File: src/rtl/pio_pkg.sv
// Definitions shared by the state-machine control blocks: FSM state type,
// delay/side-set field width and the delay-mask helper.
package pio_pkg;

   localparam int DELAY_W      = 5;
   localparam int SIDESET_MAX  = 5;

   typedef enum logic {
      EXEC  = 1'b0,
      DELAY = 1'b1
   } state_e;

   // Side-set bits occupy the top of the shared field; whatever remains below is delay.
   function automatic logic [DELAY_W-1:0] delay_mask(input logic [2:0] sideset_bits);
      logic [2:0] ss;
      ss = (sideset_bits > 3'(SIDESET_MAX)) ? 3'(SIDESET_MAX) : sideset_bits;
      return {DELAY_W{1'b1}} >> ss;
   endfunction

endpackage

File: src/rtl/stall_ctrl.sv
// Stall generator for one state machine: merges the instruction's blocking
// condition with the post-instruction delay countdown and drives the PC stall.
module stall_ctrl
   import pio_pkg::*;
#(
   parameter int DELAY_W = 5
) (
   input  logic               clk,
   input  logic               reset,
   input  logic               penable,
   input  logic               imm,
   input  logic               restart,
   input  logic               blocked,
   input  logic [DELAY_W-1:0] delay_field,
   input  logic [2:0]         sideset_bits,
   output logic               stalled,
   output logic               delaying,
   output logic [DELAY_W-1:0] delay_cnt,
   output logic               advance
);

   state_e             state_q, state_d;
   logic [DELAY_W-1:0] cnt_q, cnt_d;
   logic [DELAY_W-1:0] eff_delay;
   logic               in_delay;

   assign eff_delay = delay_field & DELAY_W'(delay_mask(sideset_bits));
   assign in_delay  = (state_q == DELAY);

   // A forced instruction ignores any pending delay but still honours its own blocking condition.
   assign stalled   = blocked | (in_delay & ~imm);
   assign advance   = (penable | imm) & ~stalled;
   assign delaying  = in_delay;
   assign delay_cnt = cnt_q;

   always_comb begin
      state_d = state_q;
      cnt_d   = cnt_q;
      if (restart) begin
         state_d = EXEC;
         cnt_d   = '0;
      end else begin
         unique case (state_q)
            EXEC: begin
               if (advance && (eff_delay != '0)) begin
                  state_d = DELAY;
                  cnt_d   = eff_delay;
               end
            end
            DELAY: begin
               if (imm) begin
                  // New delay replaces the remainder; a forced zero-delay ends the wait.
                  if (!blocked) begin
                     if (eff_delay != '0) begin
                        cnt_d = eff_delay;
                     end else begin
                        state_d = EXEC;
                        cnt_d   = '0;
                     end
                  end
               end else if (penable && (cnt_q != '0)) begin
                  cnt_d = cnt_q - 1'b1;
                  if (cnt_q == DELAY_W'(1)) begin
                     state_d = EXEC;
                  end
               end
            end
            default: begin
               state_d = EXEC;
               cnt_d   = '0;
            end
         endcase
      end
   end

   always_ff @(posedge clk) begin
      if (reset) begin
         state_q <= EXEC;
         cnt_q   <= '0;
      end else begin
         state_q <= state_d;
         cnt_q   <= cnt_d;
      end
   end

   a_no_zero_in_delay: assert property (@(posedge clk) disable iff (reset)
      (state_q == DELAY) |-> (cnt_q != '0))
      else $error("stall_ctrl: delay counter is zero in DELAY state");

   a_exec_cnt_clear: assert property (@(posedge clk) disable iff (reset)
      (state_q == EXEC) |-> (cnt_q == '0))
      else $error("stall_ctrl: delay counter nonzero in EXEC state");

   a_no_wrap: assert property (@(posedge clk) disable iff (reset || restart)
      (state_q == DELAY && !imm && penable) |=> (cnt_q == $past(cnt_q) - 1'b1))
      else $error("stall_ctrl: delay counter did not step down by one");

endmodule

File: config.mk
export PLATFORM = sky130hd
export DESIGN_NAME = stall_ctrl
export DESIGN_NICKNAME = d
export VERILOG_FILES = /design/src/rtl/pio_pkg.sv /design/src/rtl/stall_ctrl.sv
export SDC_FILE = /design/constraint.sdc
export NUM_CORES = 1
export LEC_CHECK = 0
export CAP_MARGIN = 20
export CORE_MARGIN = 1.5
export CORE_UTILIZATION = 38
export CTS_BUF_LIST = sky130_fd_sc_hd__clkbuf_8 sky130_fd_sc_hd__clkbuf_16
export CTS_CLUSTER_SIZE = 14
export DETAILED_ROUTE_END_ITERATION = 16
export PLACE_DENSITY = 0.83
export SLEW_MARGIN = 10
export SYNTH_ARGS = -nofsm -noshare
export SYNTH_HDL_FRONTEND = slang
export SYNTH_SLANG_ARGS = --single-unit
File: constraint.sdc
create_clock -name clk -period 1.5 [get_ports clk]
set_input_delay 0.3 -clock clk [delete_from_list [all_inputs] [get_ports clk]]
set_output_delay 0.3 -clock clk [all_outputs]
set_load 0.1 [all_outputs]
# After elaboration in Yosys (flattened, before gate mapping)
# Cells that the tools add are included.
dict set report totals {
  in_bits 14
  register_bits 6
  out_inout_bits 8
}
dict set report classes {
  n_lt_le_gt_ge 1
  n_shift 1
  reduce_logical 6
  n_bitwise 8
  n_addsub 1
  n_eq_ne 4
  n_mux 14
}
# operator n
set op_table {}
lappend op_table {{$mux 5} 5}
lappend op_table {{$pmux 5 s2} 1}
lappend op_table {{$reduce_bool 5->1} 2}
lappend op_table {{$mux 1} 6}
lappend op_table {{$and 5x5->5} 1}
lappend op_table {{$eq 5x1->1 const B} 1}
lappend op_table {{$shr 5x3->5 const A} 1}
lappend op_table {{$sub 5x1->5 const B} 1}
lappend op_table {{$gt 3x3->1 const B} 1}
lappend op_table {{$mux 3} 1}
lappend op_table {{$ne 3x2->1 const B} 1}
lappend op_table {{$ne 3x3->1 const B} 1}
lappend op_table {{$not 1->1} 3}
lappend op_table {{$reduce_and 3->1} 1}
lappend op_table {{$and 1x1->1} 2}
lappend op_table {{$logic_and 1x1->1} 2}
lappend op_table {{$ne 2x2->1 const B} 1}
lappend op_table {{$or 1x1->1} 2}
lappend op_table {{$pmux 1 s2} 1}
lappend op_table {{$reduce_or 2->1} 1}

# Logic depth before layout (Yosys ltp)
# Gate-level depths: netlist of the first run.
dict set report depth {
  ltp_word 9
  ltp_mapped 7
  ltp_nobuf 7
}

# Worst setup path after synthesis of the first run
# Ideal clock, no wire load.
dict set report synth_path {
  path_kind {register -> output}
  from {register state_q, in the netlist delaying}
  to {output port advance}
  required_time_ns 1.200
  arrival_time_ns 3.049
  setup_slack_ns -1.849
  stages_incl_launch_ff 5
  cell_sequence {dfxtp_1 -> nor2b_1 -> clkbuf_1 -> or2_2 -> nor2_1}
}
dict set report synth_via {
  elab_chain_cells 4
}
# item line_no
set synth_lines {}
lappend synth_lines {{start, declared} stall_ctrl.sv:22} ;# state_e state_q, state_d;
lappend synth_lines {{start signal, assigned} stall_ctrl.sv:81} ;# state_q <= state_d;
lappend synth_lines {{$and 1x1->1} stall_ctrl.sv:31} ;# assign stalled = blocked | (in_delay & ~imm);
lappend synth_lines {{$or 1x1->1} stall_ctrl.sv:31}
lappend synth_lines {{net stalled} stall_ctrl.sv:16} ;# output logic stalled,
lappend synth_lines {{$not 1->1} stall_ctrl.sv:32} ;# assign advance = (penable | imm) & ~stalled;
lappend synth_lines {{$and 1x1->1} stall_ctrl.sv:32}
lappend synth_lines {{end, declared} stall_ctrl.sv:19} ;# output logic advance
# The timed path passes the listed nets, and every way through them passes these cells.

# Worst setup path after layout of the first run
dict set report layout_path {
  from {register state_q, in the netlist delaying}
  to {output port advance}
}
dict set report layout_via {
  elab_chain_cells 4
}
# item line_no
set layout_lines {}
lappend layout_lines {{$and 1x1->1} stall_ctrl.sv:31}
lappend layout_lines {{$or 1x1->1} stall_ctrl.sv:31}
lappend layout_lines {{$not 1->1} stall_ctrl.sv:32}
lappend layout_lines {{$and 1x1->1} stall_ctrl.sv:32}
# No other way between the ends.

==> results by group, run 1 <==
Synth
  • Flop and latch count out of synthesis: 6
  • Unique cell type count in the Yosys netlist: 32
  • Mapped Avg Cell Area: 8.18 um^2
  • Cell taking the most area after synthesis: sky130_fd_sc_hd__dfxtp_1
  • Synth Instances: 71
  • Post-synthesis net count: 88
  • Post-synthesis instance area: 581 um^2
  • Most area-consuming cells after synthesis: sky130_fd_sc_hd__dfxtp_1, sky130_fd_sc_hd__o221a_1, sky130_fd_sc_hd__ha_1, sky130_fd_sc_hd__nor2_1, sky130_fd_sc_hd__a2111oi_4
  • Area share of the largest cell type after synthesis: 20.7%
  • Count of warnings emitted by yosys: 0
  • Proportion of synthesized chip area in sequential cells: 20.7%

Global route
  • Largest net degree at the start of global routing: 14
  • First-pass GRT wire length: 3480 um
  • Number of global-route vias before repair: 751
  • Total routing usage reported by global routing: 25.9%
  • Total gr overflow: 0
  • Number of antenna violations at the first check in global routing: 0

Timing
  • Relative slew slack: 77.2%
  • Setup skew after layout: 0.000194 ns
  • Final worst slack: -0.113 ns
  • Fin crit share: 108%
  • Minimum clock period: 1.61 ns
  • Unrepaired setup endpoints after global routing: yes
  • Final Setup Violations: 5
  • Total count of hold-check failures in the final report: 0
  • Max-slew violation total from the final report: 0
  • Worst Max-Slew Pin Slew: 0.342 ns
  • FMAX: 0.620 GHz
  • Post-route setup TNS: -0.253 ns

Clocking
  • CTS H-Tree Depth: 1
  • Buffer depth of the longest clock path: 2
  • Post-CTS clock slew at the launch and capture registers of the worst setup and hold paths: 0.04 ns
  • Clock Sink Count: 6
  • Clock latency on the worst-skew pair: 0.22 ns
  • Clock Tree Root: sky130_fd_sc_hd__clkbuf_8
  • CTS Hold Buffers Added: 0
  • Total clock buffers created by CTS: 3
  • TritonCTS clock tree: yes

Route
  • DRC marker count from the first detailed-route iteration: 35
  • Remaining number of nets flagged by the antenna check after routing: 0
  • DR vias: 775
  • Average wire per cell in the routed design: 17.8 um
  • Number of detailed-route iterations in the first pass: 4
  • Wirelength, routed: 2280 um
  • Per-cell via count in the routed design: 6.05
  • Count of unresolved DRC violations after routing: 0

Floorplan
  • Die area: 1770 um^2
  • Die width: 42.1 um
  • Starting utilization of the core area: 42.5%
  • Number of rows created at floorplan: 13
  • Placeable core area: 1370 um^2
  • Chip Height: 42.1 um
  • Count of pins on the block boundary: 22

Flow run
  • Maximum capacitance violations: 0

Place
  • Total instance count after detailed placement: 122
  • Post-detail-place hpwl: 1620 um
  • Port bufs: 21
  • Placement-stage worst setup slack: -0.560 ns
  • Final Wtd Congestion: 0.885

Outcome
  • Violations in the final reports: setup timing
  • Result of the run: finished with violations

Setup path
  • Data required time at the worst endpoint: 1.20 ns
  • Worst-path fanout max: 2
  • Worst setup SP type: flop
  • Arr. time, crit path: 1.31 ns
  • Critical Setup Path Class: flop to primary output
  • Sort of element at the end of the critical path: primary output

Finish
  • Share of post-route cells with drive strength above 1: 54.9%
  • P&R area growth vs syn: 106%
  • Final layout net count: 132
  • Final std cells w/o fill: 128
  • Number of antenna diodes: 0
  • Fill cell instance count of the final layout: 64

Power and ir drop
  • PwrDens: 626 nW/um^2
  • Leakage power figure: 0.480 nW
  • IR Drop Worst-Case VDD: 0.602 mV

Hold path
  • Worst hold path type: flop to flop
==> timing repair <==
item / 4_1_cts / 5_1_grt
pin swaps: 10 / 6
hold endpoints to repair: 0 / 0
cloned: 0 / 0
resized for setup: 32 / 10
buffers inserted: 3 / 0
endpoints found under the setup margin: 8 / 8
==> sequential cells by signal (all words and copies together), names as in the netlist <==
signal	count
delay_cnt	5
delaying	1
==> synthesized netlist by cell type <==
library cell and number:
sky130_fd_sc_hd__a2111oi_4 1, sky130_fd_sc_hd__a211oi_1 1, sky130_fd_sc_hd__a211oi_4 1, sky130_fd_sc_hd__a21boi_0 1, sky130_fd_sc_hd__a21oi_1 4, sky130_fd_sc_hd__a21oi_2 1, sky130_fd_sc_hd__a221oi_2 1, sky130_fd_sc_hd__a31oi_1 4
sky130_fd_sc_hd__and2_1 1, sky130_fd_sc_hd__clkbuf_1 1, sky130_fd_sc_hd__dfxtp_1 6, sky130_fd_sc_hd__ha_1 3, sky130_fd_sc_hd__inv_1 4, sky130_fd_sc_hd__nand2_1 3, sky130_fd_sc_hd__nand2b_1 3, sky130_fd_sc_hd__nand3_1 1
sky130_fd_sc_hd__nand4_1 1, sky130_fd_sc_hd__nand4b_1 1, sky130_fd_sc_hd__nor2_1 9, sky130_fd_sc_hd__nor2b_1 1, sky130_fd_sc_hd__nor3_1 3, sky130_fd_sc_hd__nor4_2 1, sky130_fd_sc_hd__nor4b_1 1, sky130_fd_sc_hd__o21a_1 2
sky130_fd_sc_hd__o21ai_0 5, sky130_fd_sc_hd__o221a_1 4, sky130_fd_sc_hd__o22a_2 1, sky130_fd_sc_hd__o32ai_1 1, sky130_fd_sc_hd__o41ai_1 1, sky130_fd_sc_hd__or2_2 2, sky130_fd_sc_hd__or3_1 1, sky130_fd_sc_hd__xnor2_1 1
==> cell families after synthesis <==
group	count (synthesis)	share of synthesized area [%]
buf+inv	5	3.23
simple gates	28	26.1
xor+xnor	1	1.51
fa+ha+maj	3	6.47
flops	6	20.7
compound gates	28	42.0
==> layout by cell type (no fill, tap or decap), types with 4 or more instances in the layout <==
cell                            count
sky130_fd_sc_hd__a21oi_1            4
sky130_fd_sc_hd__nor2_1             7
sky130_fd_sc_hd__buf_6              4
sky130_fd_sc_hd__dfxtp_4            6
sky130_fd_sc_hd__o221a_1            4
sky130_fd_sc_hd__buf_12             8
sky130_fd_sc_hd__dlygate4sd2_1      7
sky130_fd_sc_hd__a31oi_1            4
sky130_fd_sc_hd__buf_4             15
==> layout make-up <==
class / instances / area [um^2] / area share, %
multi-input combinational: 60 / 552 / 46.2
clock buffer: 3 / 41.3 / 3.46
tap: 15 / 18.8 / 1.57
sequential: 6 / 143 / 11.9
inverter: 4 / 15.0 / 1.26
timing repair buffer: 40 / 425 / 35.6
==> report_power, final <==
group	internal [mW]	switching [mW]	total, mW
combinational	0.149	0.188	0.337
sequential	0.160	0.00593	0.166
clock	0.173	0.0727	0.245
==> through the flow <==
stage	hold slack, ns	utilization (%)	power [mW]	instance area (um^2)
final	0.550	87.5	0.748	1190
after global routing	0.557	87.5	0.774	1190
after CTS	0.559	84.8	0.733	1160
after detailed placement	0.514	76.9	0.472	1050
after global placement	0.530	76.9	0.463	1050
after floorplan	0.532	-	0.329	636
==> layer usage <==
layer | track usage [%] | vias to the layer above | wire length (um)
met5 | 0 | - | 0
met4 | 3.75 | 0 | 0
met3 | 3.88 | 0 | 140
met2 | 50.0 | 30 | 1230
met1 | 30.3 | 385 | 912
li1 | - | 360 | -
==> worst max-delay path: stages, from the launching register on <==
cell	delay, ns
sky130_fd_sc_hd__dfxtp_4	0.33
sky130_fd_sc_hd__buf_6	0.11
sky130_fd_sc_hd__nor2b_4	0.11
sky130_fd_sc_hd__or2_4	0.25
sky130_fd_sc_hd__nor2_4	0.11
sky130_fd_sc_hd__buf_12	0.18
==> path summary, 6_finish.rpt <==
| path | cells after the start | slack, ns | from | to |
|---|---|---|---|---|
| worst min-delay path | 2 | 0.55 | delay_cnt[0]$_SDFFE_PP0P_ | delay_cnt[0]$_SDFFE_PP0P_ |
| worst min register to register | 2 | 0.55 | delay_cnt[0]$_SDFFE_PP0P_ | delay_cnt[0]$_SDFFE_PP0P_ |
| worst max register to register | 5 | -0.04 | delaying$_SDFF_PP0_ | delay_cnt[3]$_SDFFE_PP0P_ |
| worst max-delay path | 5 | -0.11 | delaying$_SDFF_PP0_ | advance |
Note: power is estimated with default switching activity, not from simulation.
==> run 2, diff against run 1 <==
==> constraint.sdc (replaced) <==
create_clock -name clk -period 1.5 [get_ports clk]
set_input_delay 0.225 -clock clk [delete_from_list [all_inputs] [get_ports clk]]
set_output_delay 0.225 -clock clk [all_outputs]
set_load 0.1 [all_outputs]
==> run 2 against run 1 <==
Effect of this change:
- the run still ends with setup timing left
- global-route usage grew 5.6 points
- worst setup slack gained 0.027 ns
- first-iteration DRC count grew 2.9%
- critical path depth grew 2
- via count grew 7.0%
- sequential power is essentially flat
- critical path type is now flop to flop
- power grew 3.2%
- largest power group unchanged
- largest cell class unchanged
- critical endpoint is now delay_cnt[2]$_SDFFE_PP0P_
- utilization grew 0.55 points
- non-clock buffer count grew 3
==> results by group, run 2 (synthesis gave the netlist of run 1 again) <==
Timing
  • Final Setup Violations: 4
  • FMAX: 0.630 GHz
  • Relative slew slack: 78.1%
  • Total count of hold-check failures in the final report: 0
  • Fin crit share: 106%
  • WHS: 0.526 ns
  • Max-slew violation total from the final report: 0
  • Worst Max-Slew Pin Slew: 0.327 ns
  • Final worst slack: -0.0862 ns
  • Setup skew after layout: 0.00273 ns
  • Minimum clock period: 1.59 ns
  • Unrepaired setup endpoints after global routing: yes

Route
  • Remaining number of nets flagged by the antenna check after routing: 0
  • Average wire per cell in the routed design: 21.7 um
  • Count of unresolved DRC violations after routing: 0
  • DR vias: 829
  • Per-cell via count in the routed design: 6.33
  • Wirelength, routed: 2840 um
  • DRC marker count from the first detailed-route iteration: 36
  • Number of detailed-route iterations in the first pass: 4

Setup path
  • Worst-path fanout max: 5
  • Slowest cell delay on critical path: 0.36 ns
  • Data required time at the worst endpoint: 1.61 ns
  • Count of buffering cells on the critical path with inverters included: 2
  • Worst Reg2Reg Path Length in Cells: 7
  • Arr. time, crit path: 1.70 ns
  • Critical Setup Path Class: flop to flop
  • Crit path cell chain: inv_2, ha_2, inv_1, o21a_1, a31oi_1, nor2_1, o221a_1
  • Start point of the critical path: delay_cnt[0]$_SDFFE_PP0P_
  • Sort of element at the end of the critical path: flop
  • Crit path max-delay cell type: sky130_fd_sc_hd__dfxtp_4
  • FF-to-FF setup slack: -0.09 ns
  • Capture point of the worst reg-to-reg path: delay_cnt[2]$_SDFFE_PP0P_
  • Startpoint of the worst-slack reg-to-reg timing path: delay_cnt[0]$_SDFFE_PP0P_
  • Worst setup SP type: flop
  • Family of cells with the greatest summed delay on the critical path: compound AO/OA/AOI/OAI gates

Clocking
  • TritonCTS clock tree: yes
  • Clock latency on the worst-skew pair: 0.23 ns
  • Clock Sink Count: 6
  • Clock Tree Root: sky130_fd_sc_hd__clkbuf_8
  • Buffer depth of the longest clock path: 2
  • Total clock buffers created by CTS: 3
  • CTS H-Tree Depth: 1
  • Post-CTS clock slew at the launch and capture registers of the worst setup and hold paths: 0.04 ns

Floorplan
  • Count of pins on the block boundary: 22
  • Number of rows created at floorplan: 13
  • Placeable core area: 1370 um^2
  • Die area: 1770 um^2
  • Die width: 42.1 um
  • Starting utilization of the core area: 42.5%
  • Chip Height: 42.1 um

Flow run
  • Maximum capacitance violations: 0

Finish
  • Utilization of the core after routing: 88.0%
  • Fill cell instance count of the final layout: 68
  • Design Area, Final: 1200 um^2
  • P&R area growth vs syn: 107%
  • Final std cells w/o fill: 131
  • Number of antenna diodes: 0
  • Flip-flop count of the largest register, all copies and words added: 5
  • Most common library cell in the layout ignoring fill and taps: sky130_fd_sc_hd__buf_4
  • Share of post-route cells with drive strength above 1: 55.2%
  • Final layout net count: 135
  • Most frequent cells in the layout: sky130_fd_sc_hd__buf_4, sky130_fd_sc_hd__buf_12, sky130_fd_sc_hd__dlygate4sd2_1

Outcome
  • Result of the run: finished with violations
  • Violations in the final reports: setup timing

Power and ir drop
  • IR Drop Worst-Case VDD: 0.440 mV
  • Leakage power figure: 0.488 nW
  • Total chip power: 0.772 mW
  • PwrDens: 642 nW/um^2

Place
  • Post-detail-place hpwl: 1830 um
  • Final Wtd Congestion: 0.919
  • Total instance count after detailed placement: 124
  • Port bufs: 21
  • Cell area after placement: 1070 um^2

Global route
  • Number of global-route vias before repair: 837
  • Largest net degree at the start of global routing: 7
  • Total routing usage reported by global routing: 31.5%
  • Total gr overflow: 0
  • First-pass GRT wire length: 4180 um
  • Number of antenna violations at the first check in global routing: 0

Hold path
  • Worst hold path type: input pin to flop
  • Hold path startpoint: delay_field[0]
  • Endpoint with the worst hold slack: delay_cnt[0]$_SDFFE_PP0P_
  • Depth of the worst hold-timing path: 4
## run 2: metal layers
| layer | up-vias | global-route usage (%) | routed length (um) |
|---|---|---|---|
| met5 | - | 0 | 0 |
| met4 | 0 | 8.13 | 119 |
| met3 | 15 | 8.62 | 195 |
| met2 | 61 | 57.8 | 1500 |
| met1 | 383 | 35.5 | 1030 |
| li1 | 370 | - | - |
## run 2: how the worst max path moves through the flow
stage | endpoint | cells after the start
2_1_floorplan | advance | 4
6_report | delay_cnt[2]$_SDFFE_PP0P_ | 7
3_5_place_dp | delay_cnt[1]$_SDFFE_PP0P_ | 6
5_1_grt | delay_cnt[2]$_SDFFE_PP0P_ | 7
4_1_cts | advance | 5
3_3_place_gp | delay_cnt[4]$_SDFFE_PP0P_ | 6
## run 2: through the flow
step | TNS (ns) | worst slack (ns)
2_1_floorplan | -0.677 | -0.379
3_3_place_gp | -2.42 | -0.387
3_5_place_dp | -3.00 | -0.483
4_1_cts | -0.106 | -0.0595
5_1_grt | -0.468 | -0.158
6_report | -0.225 | -0.0862
## run 2: power breakdown
| group | switching [mW] | internal [mW] |
|---|---|---|
| clock network | 0.0814 | 0.174 |
| registers | 0.00644 | 0.160 |
| logic | 0.199 | 0.152 |
## run 2: final cells by class
cell class | instances | area (um^2) | area share, %
multi-input combinational | 60 | 531 | 44.1
timing repair buffer | 43 | 454 | 37.8
sequential | 6 | 143 | 11.9
clock buffer | 3 | 41.3 | 3.43
tap | 15 | 18.8 | 1.56
inverter | 4 | 15.0 | 1.25
## run 2: timing repair
item,in CTS,in global routing
pin swaps,8,6
hold buffers,0,0
setup buffers,3,1
setup endpoints to repair,8,8
gates resized for setup,30,12
gates cloned,0,0
## run 2: worst reg2reg max path, cell delays in order (launching register included)
cell                      delay (ns)
sky130_fd_sc_hd__dfxtp_4        0.36
sky130_fd_sc_hd__inv_2          0.09
sky130_fd_sc_hd__ha_2           0.21
sky130_fd_sc_hd__inv_1          0.07
sky130_fd_sc_hd__o21a_1         0.22
sky130_fd_sc_hd__a31oi_1        0.17
sky130_fd_sc_hd__nor2_1         0.09
sky130_fd_sc_hd__o221a_1        0.26
